**config.mk**
```make
export PLATFORM = sky130hd
export DESIGN_NAME = hdu_scoreboard_ctrl
export DESIGN_NICKNAME = d
export VERILOG_FILES = /design/src/rtl/hdu_scoreboard_ctrl_pkg.sv /design/src/rtl/hdu_scoreboard_ctrl_busy_sb.sv /design/src/rtl/hdu_scoreboard_ctrl.sv
export SDC_FILE = /design/constraint.sdc
export NUM_CORES = 1
export LEC_CHECK = 0
export BUFFER_PORTS_ARGS = -buffer_cell sky130_fd_sc_hd__buf_2
export CAP_MARGIN = 40
export CORE_MARGIN = 10
export CORE_UTILIZATION = 50
export CTS_CLUSTER_DIAMETER = 30
export DETAILED_ROUTE_END_ITERATION = 12
export GPL_ROUTABILITY_DRIVEN = 0
export PLACE_DENSITY = 0.79
export SYNTH_ARGS = -nofsm -noshare
export SYNTH_HDL_FRONTEND = slang
export SYNTH_SLANG_ARGS = --single-unit
```
**constraint.sdc**
```tcl
create_clock -name clk -period 2.45 [get_ports clk]
set_input_delay 0 -clock clk [delete_from_list [all_inputs] [get_ports clk]]
set_output_delay 0 -clock clk [all_outputs]
set_load 0.05 [all_outputs]
```
**src/rtl/hdu_scoreboard_ctrl_pkg.sv**
```systemverilog
// Shared types and encodings for the RV32I hazard detection unit.
// The control triplet is always ordered {stall_n, flush_id_ex, flush_if_id_ex_mem}.
package hdu_scoreboard_ctrl_pkg;

  typedef struct packed {
    logic stall_n;
    logic flush_id_ex;
    logic flush_if_id_ex_mem;
    logic freeze;
  } hdu_ctrl_t;

  localparam logic [2:0] HDU_NORMAL = 3'b100;
  localparam logic [2:0] HDU_BUBBLE = 3'b010;
  localparam logic [2:0] HDU_FLUSH  = 3'b111;

endpackage

```
**src/rtl/hdu_scoreboard_ctrl_busy_sb.sv**
```systemverilog
// Per-register busy scoreboard for variable-latency results.
// Entry 0 is never set and always reads as idle. A set and a clear of the same entry in one cycle leave it set.
module hdu_busy_sb #(
  parameter int AW = 5,
  parameter int N  = 2**AW
) (
  input  logic          clk,
  input  logic          rst_n,
  input  logic          set_en,
  input  logic [AW-1:0] set_idx,
  input  logic          clr_en,
  input  logic [AW-1:0] clr_idx,
  input  logic [AW-1:0] rd_a_idx,
  input  logic [AW-1:0] rd_b_idx,
  input  logic [AW-1:0] rd_w_idx,
  output logic          rd_a,
  output logic          rd_b,
  output logic          rd_w,
  output logic [N-1:0]  busy_vec
);

  logic [N-1:0] busy_q;
  logic [N-1:0] busy_d;

  // Next busy state: the clear is applied first so that a set to the same entry overrides it.
  always_comb begin
    busy_d = busy_q;
    if (clr_en) begin
      busy_d[clr_idx] = 1'b0;
    end else begin
      busy_d = busy_d;
    end
    if (set_en) begin
      busy_d[set_idx] = 1'b1;
    end else begin
      busy_d = busy_d;
    end
    busy_d[0] = 1'b0;
  end

  // Busy register array.
  always_ff @(posedge clk or negedge rst_n) begin
    if (!rst_n) begin
      busy_q <= '0;
    end else begin
      busy_q <= busy_d;
    end
  end

  assign rd_a     = (rd_a_idx != '0) && busy_q[rd_a_idx];
  assign rd_b     = (rd_b_idx != '0) && busy_q[rd_b_idx];
  assign rd_w     = (rd_w_idx != '0) && busy_q[rd_w_idx];
  assign busy_vec = busy_q;

endmodule

```
**src/rtl/hdu_scoreboard_ctrl.sv**
```systemverilog
// Hazard detection unit in ID: load-use bubbles, branch/jump flush, busy scoreboard and memory freeze.
// Outputs are combinational from inputs and registered state.
module hdu_scoreboard_ctrl
  import hdu_scoreboard_ctrl_pkg::*;
#(
  parameter int RF_ADDR_WIDTH = 5,
  parameter int NUM_REGS      = 2**RF_ADDR_WIDTH,
  parameter int LOAD_BUBBLES  = 1
) (
  input  logic                     clk,
  input  logic                     rst_n,
  input  logic                     enable,
  input  logic [RF_ADDR_WIDTH-1:0] ifid_rs1,
  input  logic [RF_ADDR_WIDTH-1:0] ifid_rs2,
  input  logic [RF_ADDR_WIDTH-1:0] ifid_rd,
  input  logic                     ifid_reg_write,
  input  logic                     ifid_mem_write,
  input  logic                     ifid_long_op,
  input  logic [RF_ADDR_WIDTH-1:0] idex_rd,
  input  logic                     idex_mem_read,
  input  logic                     branch_or_jump,
  input  logic                     mem_busy,
  input  logic                     long_wb_valid,
  input  logic [RF_ADDR_WIDTH-1:0] long_wb_rd,
  output logic                     stall_n,
  output logic                     flush_id_ex,
  output logic                     flush_if_id_ex_mem,
  output logic                     freeze,
  output logic [NUM_REGS-1:0]      busy_vec
);

  localparam int BW = $clog2(LOAD_BUBBLES + 1);
  localparam logic [BW-1:0] BUB_ONE    = BW'(1);
  localparam logic [BW-1:0] BUB_RELOAD = BW'(LOAD_BUBBLES - 1);

  logic [BW-1:0] bub_cnt_q;
  logic [BW-1:0] bub_cnt_d;
  hdu_ctrl_t     ctrl_s;
  logic          load_use_s;
  logic          sb_hazard_s;
  logic          issue_s;
  logic          busy_rs1_s;
  logic          busy_rs2_s;
  logic          busy_rd_s;

  // Stores forward rs2 from MEM, so a store's data operand does not need a load-use bubble.
  assign load_use_s  = idex_mem_read && (idex_rd != '0) && !ifid_mem_write &&
                       ((idex_rd == ifid_rs1) || (idex_rd == ifid_rs2));
  assign sb_hazard_s = busy_rs1_s || busy_rs2_s || (ifid_reg_write && busy_rd_s);

  // Priority resolution of pipeline control and bubble counter next state.
  always_comb begin
    ctrl_s    = '{stall_n: 1'b1, flush_id_ex: 1'b0, flush_if_id_ex_mem: 1'b0, freeze: 1'b0};
    bub_cnt_d = bub_cnt_q;
    if (!enable) begin
      {ctrl_s.stall_n, ctrl_s.flush_id_ex, ctrl_s.flush_if_id_ex_mem} = HDU_NORMAL;
      bub_cnt_d = '0;
    end else if (mem_busy) begin
      ctrl_s.stall_n = 1'b0;
      ctrl_s.freeze  = 1'b1;
    end else if (branch_or_jump) begin
      {ctrl_s.stall_n, ctrl_s.flush_id_ex, ctrl_s.flush_if_id_ex_mem} = HDU_FLUSH;
      bub_cnt_d = '0;
    end else if (bub_cnt_q != '0) begin
      {ctrl_s.stall_n, ctrl_s.flush_id_ex, ctrl_s.flush_if_id_ex_mem} = HDU_BUBBLE;
      bub_cnt_d = bub_cnt_q - BUB_ONE;
    end else if (load_use_s) begin
      {ctrl_s.stall_n, ctrl_s.flush_id_ex, ctrl_s.flush_if_id_ex_mem} = HDU_BUBBLE;
      bub_cnt_d = BUB_RELOAD;
    end else if (sb_hazard_s) begin
      {ctrl_s.stall_n, ctrl_s.flush_id_ex, ctrl_s.flush_if_id_ex_mem} = HDU_BUBBLE;
    end else begin
      {ctrl_s.stall_n, ctrl_s.flush_id_ex, ctrl_s.flush_if_id_ex_mem} = HDU_NORMAL;
    end
  end

  // Bubble counter.
  always_ff @(posedge clk or negedge rst_n) begin
    if (!rst_n) begin
      bub_cnt_q <= '0;
    end else begin
      bub_cnt_q <= bub_cnt_d;
    end
  end

  assign issue_s = enable && ifid_long_op && ifid_reg_write && (ifid_rd != '0) &&
                   ({ctrl_s.stall_n, ctrl_s.flush_id_ex, ctrl_s.flush_if_id_ex_mem} == HDU_NORMAL) &&
                   !ctrl_s.freeze;

  hdu_busy_sb #(
    .AW (RF_ADDR_WIDTH),
    .N  (NUM_REGS)
  ) u_busy_sb (
    .clk      (clk),
    .rst_n    (rst_n),
    .set_en   (issue_s),
    .set_idx  (ifid_rd),
    .clr_en   (long_wb_valid),
    .clr_idx  (long_wb_rd),
    .rd_a_idx (ifid_rs1),
    .rd_b_idx (ifid_rs2),
    .rd_w_idx (ifid_rd),
    .rd_a     (busy_rs1_s),
    .rd_b     (busy_rs2_s),
    .rd_w     (busy_rd_s),
    .busy_vec (busy_vec)
  );

  assign stall_n            = ctrl_s.stall_n;
  assign flush_id_ex        = ctrl_s.flush_id_ex;
  assign flush_if_id_ex_mem = ctrl_s.flush_if_id_ex_mem;
  assign freeze             = ctrl_s.freeze;

endmodule

```
Yosys cells after proc, flatten, opt, wreduce, memory -nomap -nowiden
Index checks and enable logic that the tools add are counted.
{ "word_totals": {"reg_bits": 32, "latch_bits": 0, "ram_bits": 0, "rom_bits": 0, "output_inout_bits": 36, "wordCells": 64, "n_memories": 0} }
{ "classes": {"addsub": 1, "mul": 0, "div": 0, "order_cmp": 6, "eq_ne": 4, "n_shift": 0, "muxes": 25, "n_bitwise": 3, "reduce_logical": 23} }
{ "ops": {"columns": ["op", "count"], "rows": [
  ["$mux 32", 2],
  ["$and 32x32->32", 1],
  ["$not 32->32", 1],
  ["$or 32x32->32", 1],
  ["$lt 5x6->1 const B", 4],
  ["$reduce_bool 5->1", 4],
  ["$bmux 1 s5", 3],
  ["$mux 3", 5],
  ["$logic_and 1x1->1", 14],
  ["$mux 1", 12],
  ["$demux 1 s5", 2],
  ["$eq 5x5->1", 2],
  ["$ge 5x1->1 const B", 2],
  ["$eq 3x3->1 const B", 1],
  ["$logic_or 1x1->1", 3],
  ["$logic_not 1->1", 2],
  ["$mux 2", 1],
  ["$ne 2x2->1 const B", 1],
  ["$sub 1x1->1 const B", 1]
]} }

Depth between registers and ports, before layout
Gate-level depths: netlist (run 1).
{ "depth": {"ltp_word": 15, "depth_mapped": 9, "ltp_nobuf": 6} }

Hierarchy
A second synthesis (run 1) with hierarchy kept.
{ "unflattened": {"hier_cells": 226, "hier_area_um2": 2366.0} }
{ "by_module_without_submodules": {"columns": ["module", "n_inst", "cells_per_inst", "area_per_inst_um2"], "rows": [
  ["hdu_busy_sb", 1, 193, 2138.3],
  ["hdu_scoreboard_ctrl", 1, 33, 227.7]
]} }

Worst setup path before layout (run 1)
Ideal clock, no wire load.
{ "synth_timing": {"path_kind": "flip-flop to output port", "start": "reg u_busy_sb.busy_q[23], in the netlist u_busy_sb.busy_vec[23]", "end": "out stall_n", "t_arrival_ns": 2.546, "required_ns": 2.450, "slack_ns": -0.096, "path_stages_with_launch": 6, "path_buffers": 0, "cell_sequence": "dfrtp_1 > mux4_2 > mux4_2 > nand2b_2 > nand2_1 > o311ai_2"} }
{ "synth_between": {"elab_chain_cells": 11} }
{ "synth_rtl": {"columns": ["element", "line_no", "source"], "rows": [
  ["start: declaration", "hdu_scoreboard_ctrl_busy_sb.sv:22", "logic [N-1:0] busy_q;"],
  ["start signal: assignment", "hdu_scoreboard_ctrl_busy_sb.sv:46", "busy_q <= busy_d;"],
  ["$bmux 1 s5 (on tied branches)", "hdu_scoreboard_ctrl_busy_sb.sv:50, hdu_scoreboard_ctrl_busy_sb.sv:51, hdu_scoreboard_ctrl_busy_sb.sv:52", null],
  ["$mux 1 (on tied branches)", "hdu_scoreboard_ctrl_busy_sb.sv:50, hdu_scoreboard_ctrl_busy_sb.sv:51, hdu_scoreboard_ctrl_busy_sb.sv:52", null],
  ["$logic_and 1x1->1 (on tied branches)", "hdu_scoreboard_ctrl_busy_sb.sv:50, hdu_scoreboard_ctrl_busy_sb.sv:51, hdu_scoreboard_ctrl_busy_sb.sv:52", null],
  ["$logic_or 1x1->1 / $logic_and 1x1->1 (equally long branches)", "hdu_scoreboard_ctrl.sv:49", "assign sb_hazard_s = busy_rs1_s || busy_rs2_s || (ifid_reg_write && busy_rd_s);"],
  ["$logic_or 1x1->1 (*)", "hdu_scoreboard_ctrl.sv:49", null],
  ["$mux 3 (*)", "hdu_scoreboard_ctrl.sv:70", "end else if (sb_hazard_s) begin"],
  ["$mux 3 (*)", "hdu_scoreboard_ctrl.sv:67", "end else if (load_use_s) begin"],
  ["$mux 3 (*)", "hdu_scoreboard_ctrl.sv:64", "end else if (bub_cnt_q != '0) begin"],
  ["$mux 3 (*)", "hdu_scoreboard_ctrl.sv:61", "end else if (branch_or_jump) begin"],
  ["$mux 1 (*)", "hdu_scoreboard_ctrl.sv:58", "end else if (mem_busy) begin"],
  ["$mux 3 (*)", "hdu_scoreboard_ctrl.sv:55", "if (!enable) begin"],
  ["end: declaration", "hdu_scoreboard_ctrl.sv:25", "output logic stall_n,"]
]} }
Mark *: on every way between the ends. The rest lies on a longest branch, timed or not. The select of a mux whose other input is x is not followed.

Final worst setup path (run 1)
{ "layout_timing": {"start": "reg u_busy_sb.busy_q[18], in the netlist u_busy_sb.busy_vec[18]", "end": "out stall_n"} }
Same word-level chain as after synthesis.

==> impl_results.md, run 1 <==
- Largest fanout on the critical path: 5
- Peak ir drop on the vdd network: ~270 uV
- Power per standard cell area: approximately 430 nW/um^2
- Static leakage: around 1.4 nW
- Setup skew after layout: about 12 ps
- Fraction of final layout cells sized beyond drive strength 1: a little under a third
- Avg WL per Cell: between 20 and 25 um
- First drt pass iteration count: 5
- Post-Synth Adder-Cell Area: 0%
- Top-area cell type share of the netlist area: between 20 and 30%
- HPWL after detailed placement: roughly 6900 um
- Switching power of the nets: roughly 0.50 mW
- Avg Cell Area, Syn: between 8 and 9 um^2
- Width of the chip: ~94 um
- Largest family of logic cells by synthesized area: simple AND/OR/NAND/NOR gates
- Post-synth EDFFs: 0
- Count of maximum capacitance violations: 0
- Category of the critical setup timing path: register to output pin
- Share of synthesized registers carrying an async set or reset: 100%
- Flops & latches, synth: 31
- Count of unique library cells instantiated by Yosys: 43
- Buffers from clock root to sink, at most: 2
- Initial Util: about 53%
- Core area: around 5200 um^2
- Gate Count Post-Synth: between 300 and 400
- DR iter-0 viols: 540
- Area share of and/or/nand/nor cells after synthesis: between 20% and 30%
- Via count of the first global-routing pass: roughly 3,000
- Nets: 420
- Synth-to-Final Area Change: 20.9%
- Multiplexer area fraction after synthesis: 19.7%
- Routing layer with the top usage in global route: met2
- Leading cell type by number of instances after synthesis: sky130_fd_sc_hd__nand3_1
- Worst Setup End Kind: output pin
- Num rows: 26
- Leading cell types by count after synthesis: sky130_fd_sc_hd__nand3_1, sky130_fd_sc_hd__o21ai_0, sky130_fd_sc_hd__dfrtp_1
- Hold Path Class: primary input to register
- Clock transition at the register clock pins on the worst setup and hold paths after CTS: about 70 ps
- Via count: roughly 3,100
- Height of the chip: between 90 and 100 um
- Relative slew slack: 50.9%
- Outcome: completed
- Total power: ~1.4 mW
- Clock tree from TritonCTS: done
- Post-route cell area: approximately 3300 um^2
- Required time at the worst-slack endpoint: about 2500 ps
- Placed standard-cell area: roughly 3100 um^2
- Count of antenna diodes in the layout: 0
- Number of antenna violations at the first check in global routing: 0
- Ratio of final minimum period to clock period: a little under 100%
- Top FF cell, synth: sky130_fd_sc_hd__dfrtp_1
- Achievable Freq: 411 MHz
- Htree depth: 2
- Source-to-sink clock delay at the later pin of the worst-skew pair: slightly below 300 ps
- Grt met2 use: roughly a third
- Count of endpoints failing setup in the final report: 0
- Met1 global-route usage: ~28%
- Count of unresolved DRC violations after routing: 0
- Met3 track utilization from global routing: between 6 and 7%
- Worst-margin pin slew: roughly 740 ps
- Xor and xnor area share after synthesis: under 10%
- Number of filler cells placed in the layout: 472
- Number of synthesis warnings: 0
- Count of final hold-check violations: 0
- Maximum number of pins on one net before global-route repair: 32
- Detail Route Antenna Nets: 0
- Syn nets: around 360
- Post-synthesis sequential area ratio: between 20% and 30%
- Number of top-level pins: 71
- CTS sink cnt: 31
- First-pass GRT wire length: approximately 16,000 um
- Compound-gate portion of the synthesized area: between 15 and 20%
- Startpoint types: register
- Leading post-synthesis cells by cell area: sky130_fd_sc_hd__dfrtp_1, sky130_fd_sc_hd__mux2i_1, sky130_fd_sc_hd__mux4_2
- Port Buffer Count: 69
- Flop pwr share: between 30% and 40%
- Via count normalized by instance count: ~7
- Internal: ~0.92 mW
- Signal arrival time at the worst endpoint: 2440 ps
- Sum of routed wire length over all layers: 9950 um
- Pins Over Slew Limit: 0
- Clock group share of total power: 32.9%
- Portion of total power attributed to combinational logic: between 20 and 30%
- Time the final worst path needs with I/O delays and setup: 2440 ps
- Total standard cell area after synthesis: 2740 um^2
- Overall fraction of global-route tracks in use: between 20 and 25%
- Total gr overflow: 0
- Cell type with the largest total area after synthesis: sky130_fd_sc_hd__dfrtp_1
- Sw Ratio: 35.3%
- Number of flip-flops in the largest register: 31
- TritonCTS Buffers: 5
- Root Driver: sky130_fd_sc_hd__clkbuf_8
- Floorplan die area: 8840 um^2
- RSZ-0062 raised after global routing: true
## placed cells by master (no fill, tap or decap), types with 4 or more instances in the layout
master	synthesis	layout
sky130_fd_sc_hd__buf_2	11	67
sky130_fd_sc_hd__nand3_1	36	36
sky130_fd_sc_hd__o21ai_0	34	34
sky130_fd_sc_hd__o21ai_1	30	30
sky130_fd_sc_hd__mux2i_1	27	27
sky130_fd_sc_hd__dfrtp_1	31	26
sky130_fd_sc_hd__nor3_1	20	20
sky130_fd_sc_hd__buf_4	6	18
sky130_fd_sc_hd__mux4_2	12	12
sky130_fd_sc_hd__nor4_1	12	12
sky130_fd_sc_hd__xnor2_1	10	10
sky130_fd_sc_hd__nand2_1	10	9
sky130_fd_sc_hd__nor2_1	9	9
sky130_fd_sc_hd__nand3b_1	7	7
sky130_fd_sc_hd__clkbuf_8	0	7
sky130_fd_sc_hd__inv_1	6	6
sky130_fd_sc_hd__o22ai_1	5	5
sky130_fd_sc_hd__dfrtp_2	0	5
sky130_fd_sc_hd__nor2b_1	4	4
sky130_fd_sc_hd__a22oi_1	4	4
sky130_fd_sc_hd__o2111ai_1	4	4
sky130_fd_sc_hd__nand2b_1	4	4
## per-stage QoR
stage | hold slack (ps) | setup TNS (ps) | utilization, % | cells | setup WS, ps
final | 145 | 0 | 63.7 | 456 | 14.0
after global routing | 192 | -67.5 | 63.7 | 456 | -45.5
after CTS | 142 | 0 | 62.4 | 451 | 4.80
after detailed placement | 106 | 0 | 59.9 | 441 | 245
after global placement | 84.6 | 0 | 59.9 | 441 | 267
after floorplan | -296 | 0 | - | 320 | 118
## path summary, 6_finish.rpt
check | startpoint | endpoint | slack [ps] | cells after the start
min in group asynchronous | rst_n | u_busy_sb.busy_vec[13]$_DFF_PN0_ | 310 | 2
max in group asynchronous | rst_n | u_busy_sb.busy_vec[21]$_DFF_PN0_ | 1630 | 2
max | u_busy_sb.busy_vec[18]$_DFF_PN0_ | stall_n | 10 | 6
min reg2reg | u_busy_sb.busy_vec[3]$_DFF_PN0_ | u_busy_sb.busy_vec[3]$_DFF_PN0_ | 610 | 2
min | ifid_rd[3] | u_busy_sb.busy_vec[22]$_DFF_PN0_ | 150 | 4
max reg2reg | u_busy_sb.busy_vec[18]$_DFF_PN0_ | u_busy_sb.busy_vec[20]$_DFF_PN0_ | 150 | 6
## logic make-up after synthesis
kind of cell              after synthesis
and+or+nand+nor                       120
AOI/OAI and AO/OA                      84
muxes                                  39
buffers and inverters                  35
DFF                                    31
xor gates and xnor gates               10
other                                   1
## critical path, cell delays in order (launching register included)
cell                       delay [ps]
sky130_fd_sc_hd__dfrtp_1          440
sky130_fd_sc_hd__mux4_2           530
sky130_fd_sc_hd__mux4_2           510
sky130_fd_sc_hd__nand2b_4         110
sky130_fd_sc_hd__nand2_4           60
sky130_fd_sc_hd__o311ai_4         290
sky130_fd_sc_hd__buf_6            200
## area by class of cell
class | count | area, um^2 | area share (%)
sequential | 31 | 782 | 23.6
clock inverter | 1 | 7.51 | 0.227
inverter | 6 | 22.5 | 0.680
clock buffer | 7 | 96.3 | 2.91
timing repair buffer | 87 | 492 | 14.8
multi-input combinational | 254 | 1830 | 55.1
tap | 70 | 87.6 | 2.64
## power groups by stage
| stage | clock [mW] | combinational, mW | sequential (mW) |
|---|---|---|---|
| 2_1_floorplan | 0 | 0.200 | 0.606 |
| 3_3_place_gp | 0 | 0.366 | 0.560 |
| 3_5_place_dp | 0 | 0.372 | 0.561 |
| 4_1_cts | 0.462 | 0.377 | 0.551 |
| 5_1_grt | 0.490 | 0.421 | 0.554 |
| 6_report | 0.466 | 0.396 | 0.553 |
## timing repair
action / CTS / global route
resized for setup: 3 / 11
buffers inserted: 1 / 5
hold endpoints to repair: 31 / 0
hold buffers: 1 / 0
pin swaps: 0 / 2
endpoints found under the setup margin: 2 / 2
## metal layers
metal,vias up,share of wire (%),routed length (um)
li1,1349,-,-
met1,1461,39,3870
met2,272,44,4380
met3,52,13,1270
met4,0,4.4,435
met5,-,0,0
No activity file was read; power rests on OpenSTA's default activity.
==> inputs of run 2 (changes only) <==
- CORE_UTILIZATION: 50 -> 54
- PLACE_DENSITY: 0.79 -> 0.84
- clock period: 2.45 -> 2.8 ns (I/O delays scaled with it)
==> impl_results.md, run 2 (synthesis gave the netlist of run 1 again) <==
- Outcome: completed
- Maximum number of pins on one net before global-route repair: 32
- Floorplan die area: about 8300 um^2
- Total gr overflow: 0
- Category of the critical setup timing path: register to output pin
- Detail Route Antenna Nets: 0
- Clock tree from TritonCTS: done
- Post-route cell area: around 3200 um^2
- Number of antenna violations at the first check in global routing: 0
- Achievable Freq: around 370 MHz
- Via count normalized by instance count: slightly below 7
- Peak ir drop on the vdd network: roughly 350 uV
- Beginning of the worst hold path: long_wb_rd[4]
- CP max-delay cell: sky130_fd_sc_hd__mux4_2
- First drt pass iteration count: 6
- HPWL after detailed placement: approximately 6900 um
- Number of cells traversed by the worst register-to-register path: 6
- Via count: ~3,100
- Htree depth: 2
- Hold Path Class: primary input to register
- Core area: about 4800 um^2
- Pins Over Slew Limit: 0
- Buffers inserted during post-CTS setup optimization: 0
- Ratio of final minimum period to clock period: 95.8%
- Commonest cells after routing, fill and taps aside: sky130_fd_sc_hd__buf_2, sky130_fd_sc_hd__nand3_1, sky130_fd_sc_hd__o21ai_0
- Required time at the worst-slack endpoint: ~2800 ps
- TritonCTS Buffers: 5
- Cell chain of the critical path: mux4_2, mux4_2, nand2b_2, nand2_1, o311ai_2, buf_2
- Commonest non-fill, non-tap cell in the layout: sky130_fd_sc_hd__buf_2
- Num rows: 25
- Cell occurring most often along the worst timing path: sky130_fd_sc_hd__mux4_2
- Placed standard-cell area: just over 3000 um^2
- Overall fraction of global-route tracks in use: 22.1%
- CTS sink cnt: 31
- Number of filler cells placed in the layout: 404
- RSZ-0062 raised after global routing: false
- Via count of the first global-routing pass: around 2,900
- Height of the chip: around 91 um
- Buffers from clock root to sink, at most: 2
- Clock transition at the register clock pins on the worst setup and hold paths after CTS: roughly 60 ps
- Sum of routed wire length over all layers: around 9300 um
- Setup skew after layout: roughly 5.8 ps
- Width of the chip: approximately 91 um
- Number of flip-flops in the largest register: 31
- Synth-to-Final Area Change: 16.1%
- Root Driver: sky130_fd_sc_hd__clkbuf_8
- First-pass GRT wire length: roughly 15,000 um
- Fraction of final layout cells sized beyond drive strength 1: approximately 28%
- Placed cell count: between 400 and 500
- Port Buffer Count: between 60 and 70
- Count of antenna diodes in the layout: 0
- Setup slack, reg-to-reg: 510 ps
- Hold Path Sink: u_busy_sb.busy_vec[18]$_DFF_PN0_
- Count of endpoints failing setup in the final report: 0
- Worst hold path stage count: 4
- Time the final worst path needs with I/O delays and setup: approximately 2700 ps
- Post-route setup slack: 119 ps
- Count of non-filler cells in the finished layout: 445
- Static leakage: 1.35 nW
- Count of maximum capacitance violations: 0
- Count of unresolved DRC violations after routing: 0
- Largest fanout on the critical path: 16
- Total power: 1.16 mW
- CP max stage delay: around 500 ps
- Relative slew slack: a little over half
- DR iter-0 viols: between 400 and 500
- Setup_tns: 0 ps
- Cell family contributing the most delay on the critical path: multiplexers
- Worst setup slack after placement: a little under 500 ps
- Avg WL per Cell: about 21 um
- Source-to-sink clock delay at the later pin of the worst-skew pair: approximately 290 ps
- Nets: just over 400
- Count of final hold-check violations: 0
- Worst-margin pin slew: between 700 and 800 ps
- Source of the worst register-to-register timing path: u_busy_sb.busy_vec[22]$_DFF_PN0_
- Worst reg2reg endpoint: u_busy_sb.busy_vec[1]$_DFF_PN0_
- Power per standard cell area: about 360 nW/um^2
- Startpoint types: register
- Worst path buffer plus inverter count: 1
- Worst Setup End Kind: output pin
- Initial Util: 56.9%
- Signal arrival time at the worst endpoint: between 2000 and 3000 ps
- Number of top-level pins: 71
-- run 2: through the flow --
step | hold WS, ps | util (%)
after floorplan | -296 | -
after global placement | 78.3 | 64.1
after detailed placement | 88.8 | 64.1
after CTS | 152 | 66.1
after global routing | 191 | 66.1
final | 181 | 66.1
-- run 2: layout make-up --
class / instances / area (um^2) / share of cell area [%]
Clock buffer: 5 / 68.8 / 2.16
Clock inverter: 3 / 15.0 / 0.472
Multi-Input combinational cell: 254 / 1790 / 56.4
Tap cell: 67 / 83.8 / 2.63
Timing Repair Buffer: 79 / 423 / 13.3
Inverter: 6 / 22.5 / 0.708
Sequential cell: 31 / 776 / 24.4
-- run 2: layer usage --
metal,global-route usage (%),part of all wire (%),vias up
met3,7.33,14,42
met2,34.2,44,268
met1,27.7,39,1416
met4,9.14,3.5,0
met5,0,0,-
li1,-,-,1328
-- run 2: where the power goes --
group / leakage (nW) / internal (mW) / total, mW / switching, mW
logic: 0.871 / 0.105 / 0.330 / 0.225
registers: 0.431 / 0.461 / 0.480 / 0.0188
clock network: 0.0477 / 0.170 / 0.346 / 0.177
total: 1.35 / 0.736 / 1.16 / 0.421
-- run 2: worst max path at each step --
| stage | to | startpoint | depth (start not counted) | slack, ps |
|---|---|---|---|---|
| CTS | stall_n | u_busy_sb.busy_vec[19]$_DFF_PN0_ | 6 | 150 |
| detailed placement | stall_n | u_busy_sb.busy_vec[19]$_DFF_PN0_ | 6 | 480 |
| global route | stall_n | u_busy_sb.busy_vec[7]$_DFF_PN0_ | 6 | 40 |
| global placement | stall_n | u_busy_sb.busy_vec[7]$_DFF_PN0_ | 6 | 510 |
| finish | stall_n | u_busy_sb.busy_vec[22]$_DFF_PN0_ | 6 | 120 |
| floorplan | stall_n | u_busy_sb.busy_vec[23]$_DFF_PN0_ | 5 | 250 |
-- run 2: worst min-delay path, delay by kind of cell --
kind                   cells  cell delay [ps]
AO/OA/AOI/OAI              2              150
AND/OR/NAND/NOR            1              120
buffers and inverters      1              150
-- run 2: repair_timing --
| item | CTS | global route |
|---|---|---|
| resized for setup | 0 | 0 |
| hold buffers | 1 | 0 |
| endpoints found under the hold margin | 31 | 0 |
==> inputs of run 3 (changes only) <==
- RECOVER_POWER: default -> 50
==> impl_results.md, run 3 (synthesis gave the netlist of run 1 again) <==
- CP max stage delay: between 400 and 500 ps
- Placed cell count: 436
- Achievable Freq: roughly 370 MHz
- Cell occurring most often along the worst timing path: sky130_fd_sc_hd__mux4_2
- DR iter-0 viols: approximately 540
- Setup_tns: 0 ps
- Total gr overflow: 0
- Worst path buffer plus inverter count: 1
- Width of the chip: just over 90 um
- Post-route cell area: between 3000 and 4000 um^2
- Number of antenna violations at the first check in global routing: 0
- Count of endpoints failing setup in the final report: 0
- Routing layer with the top usage in global route: met2
- Count of maximum capacitance violations: 1
- Static leakage: ~1.3 nW
- Commonest cells after routing, fill and taps aside: sky130_fd_sc_hd__buf_2, sky130_fd_sc_hd__nand3_1, sky130_fd_sc_hd__o21ai_0
- Count of non-filler cells in the finished layout: around 450
- RSZ-0062 raised after global routing: false
- Worst Setup SP: u_busy_sb.busy_vec[19]$_DFF_PN0_
- Post-CTS Resized: 0
- Setup skew after layout: 6.22 ps
- Number of cells traversed by the worst register-to-register path: 6
- Multi-input combinational cell area: ~1800 um^2
- Placed standard-cell area: between 3000 and 4000 um^2
- Clock transition at the register clock pins on the worst setup and hold paths after CTS: approximately 60 ps
- Fraction of final layout cells sized beyond drive strength 1: 23.0%
- Initial Util: between 50% and 60%
- Number of filler cells placed in the layout: ~420
- Count of unresolved DRC violations after routing: 0
- Htree depth: 2
- Num rows: 25
- First drt pass iteration count: 6
- Count of antenna diodes in the layout: 0
- Startpoint types: register
- Root Driver: sky130_fd_sc_hd__clkbuf_8
- Met1 global-route usage: ~28%
- Buffers from clock root to sink, at most: 2
- Source of the worst register-to-register timing path: u_busy_sb.busy_vec[19]$_DFF_PN0_
- Peak ir drop on the vdd network: approximately 350 uV
- Avg WL per Cell: about 21 um
- Time the final worst path needs with I/O delays and setup: roughly 2700 ps
- Number of flip-flops in the largest register: 31
- Required time at the worst-slack endpoint: between 2000 and 3000 ps
- Grt met2 use: 34.2%
- Clock tree from TritonCTS: done
- Beginning of the worst hold path: long_wb_rd[4]
- Cell chain of the critical path: mux4_2, mux4_2, nand2b_2, nand2_1, o311ai_2, buf_2
- Core area: ~4800 um^2
- Worst Setup End Kind: output pin
- Detail Route Antenna Nets: 0
- Worst-margin pin slew: 1740 ps
- Via count of the first global-routing pass: a little under 3,000
- Switching power of the nets: approximately 0.42 mW
- Sum of routed wire length over all layers: roughly 9200 um
- Count of final hold-check violations: 0
- Internal: between 0.7 and 0.8 mW
- Met3 track utilization from global routing: around 7.3%
- Number of top-level pins: just over 70
- TritonCTS Buffers: 5
- Relative slew slack: -15.7%
- Overall fraction of global-route tracks in use: roughly 22%
- Commonest non-fill, non-tap cell in the layout: sky130_fd_sc_hd__buf_2
- Category of the critical setup timing path: register to output pin
- Worst hold path stage count: 4
- Maximum number of pins on one net before global-route repair: 32
- CP max-delay cell: sky130_fd_sc_hd__mux4_2
- Area used by sequential logic in the layout: between 700 and 800 um^2
- Port Buffer Count: 69
- Critical path depth in cells: 6
- Largest fanout on the critical path: 16
- Via count normalized by instance count: 6.79
- Ratio of final minimum period to clock period: a little over nine tenths
- Portion of total power attributed to combinational logic: around 28%
- HPWL after detailed placement: just under 7000 um
- Flop pwr share: 41.6%
- Sw Ratio: 36.4%
- Source-to-sink clock delay at the later pin of the worst-skew pair: a little under 300 ps
- Height of the chip: slightly above 90 um
- CTS sink cnt: 31
- Synth-to-Final Area Change: 15.3%
- Cell family contributing the most delay on the critical path: multiplexers
- Pins Over Slew Limit: 32
- Nets: about 410
- Via count: just over 3,000
- Power per standard cell area: around 370 nW/um^2
- Floorplan die area: ~8300 um^2
- Outcome: complete, but fails checks
- Signal arrival time at the worst endpoint: 2680 ps
- Hold Path Class: primary input to register
- Clock group share of total power: 30.0%
- Violations in the final reports: capacitance limit, slew limit
- First-pass GRT wire length: about 15,000 um
==> run 3: cell count changes in the layout (fill, tap and decap cells not counted), sizes merged <==
cell	previous run	this run
clkbuf	5	23
buf	78	60
==> run 3: final timing paths <==
kind | end | slack, ps
worst max-delay path | stall_n | 120
worst min-delay path | u_busy_sb.busy_vec[18]$_DFF_PN0_ | 180
worst max register to register | u_busy_sb.busy_vec[1]$_DFF_PN0_ | 540
worst min register to register | u_busy_sb.busy_vec[14]$_DFF_PN0_ | 600
max in group asynchronous | u_busy_sb.busy_vec[7]$_DFF_PN0_ | 1100
min in group asynchronous | u_busy_sb.busy_vec[1]$_DFF_PN0_ | 700
==> run 3: timing repair <==
item / in CTS / in global routing
hold endpoints to repair: 31 / 0
setup endpoints to repair: 0 / 0
setup buffers: 0 / 0
hold buffers: 1 / 0
==> run 3: final cells by class <==
cell class	instances	share of cell area (%)
multi-input combinational	254	56.8
sequential	31	24.5
timing repair buffer	79	12.7
tap	67	2.65
clock buffer	5	2.18
inverter	6	0.713
clock inverter	3	0.475
==> run 3: per-stage QoR <==
stage | worst slack [ps] | hold slack [ps] | util [%] | total power, mW
6_report | 124 | 177 | 65.6 | 1.15
5_1_grt | 47.9 | 191 | 65.6 | 1.20
4_1_cts | 155 | 152 | 66.1 | 1.15
3_5_place_dp | 482 | 88.8 | 64.1 | 0.811
3_3_place_gp | 508 | 78.3 | 64.1 | 0.805
2_1_floorplan | 254 | -296 | - | 0.703
==> run 3: power by group through the flow <==
stage | Sequential (mW) | Combinational (mW) | Clock, mW
2_1_floorplan | 0.530 | 0.173 | 0
3_3_place_gp | 0.486 | 0.319 | 0
3_5_place_dp | 0.487 | 0.323 | 0
4_1_cts | 0.479 | 0.326 | 0.348
5_1_grt | 0.482 | 0.350 | 0.372
6_report | 0.480 | 0.328 | 0.347
==> run 3: routing by layer <==
metal  vias up  wire length, um
li1       1325                -
met1      1416             3730
met2       238             3990
met3        44             1130
met4         0              348
met5         -                0
==> run 3: worst register-to-register path, stage by stage, from the launching register on <==
cell and delay, ps:
sky130_fd_sc_hd__dfrtp_1 430, sky130_fd_sc_hd__mux4_2 490, sky130_fd_sc_hd__mux4_2 470, sky130_fd_sc_hd__nand2b_2 260, sky130_fd_sc_hd__buf_4 280, sky130_fd_sc_hd__nand3_1 100, sky130_fd_sc_hd__o21ai_1 160
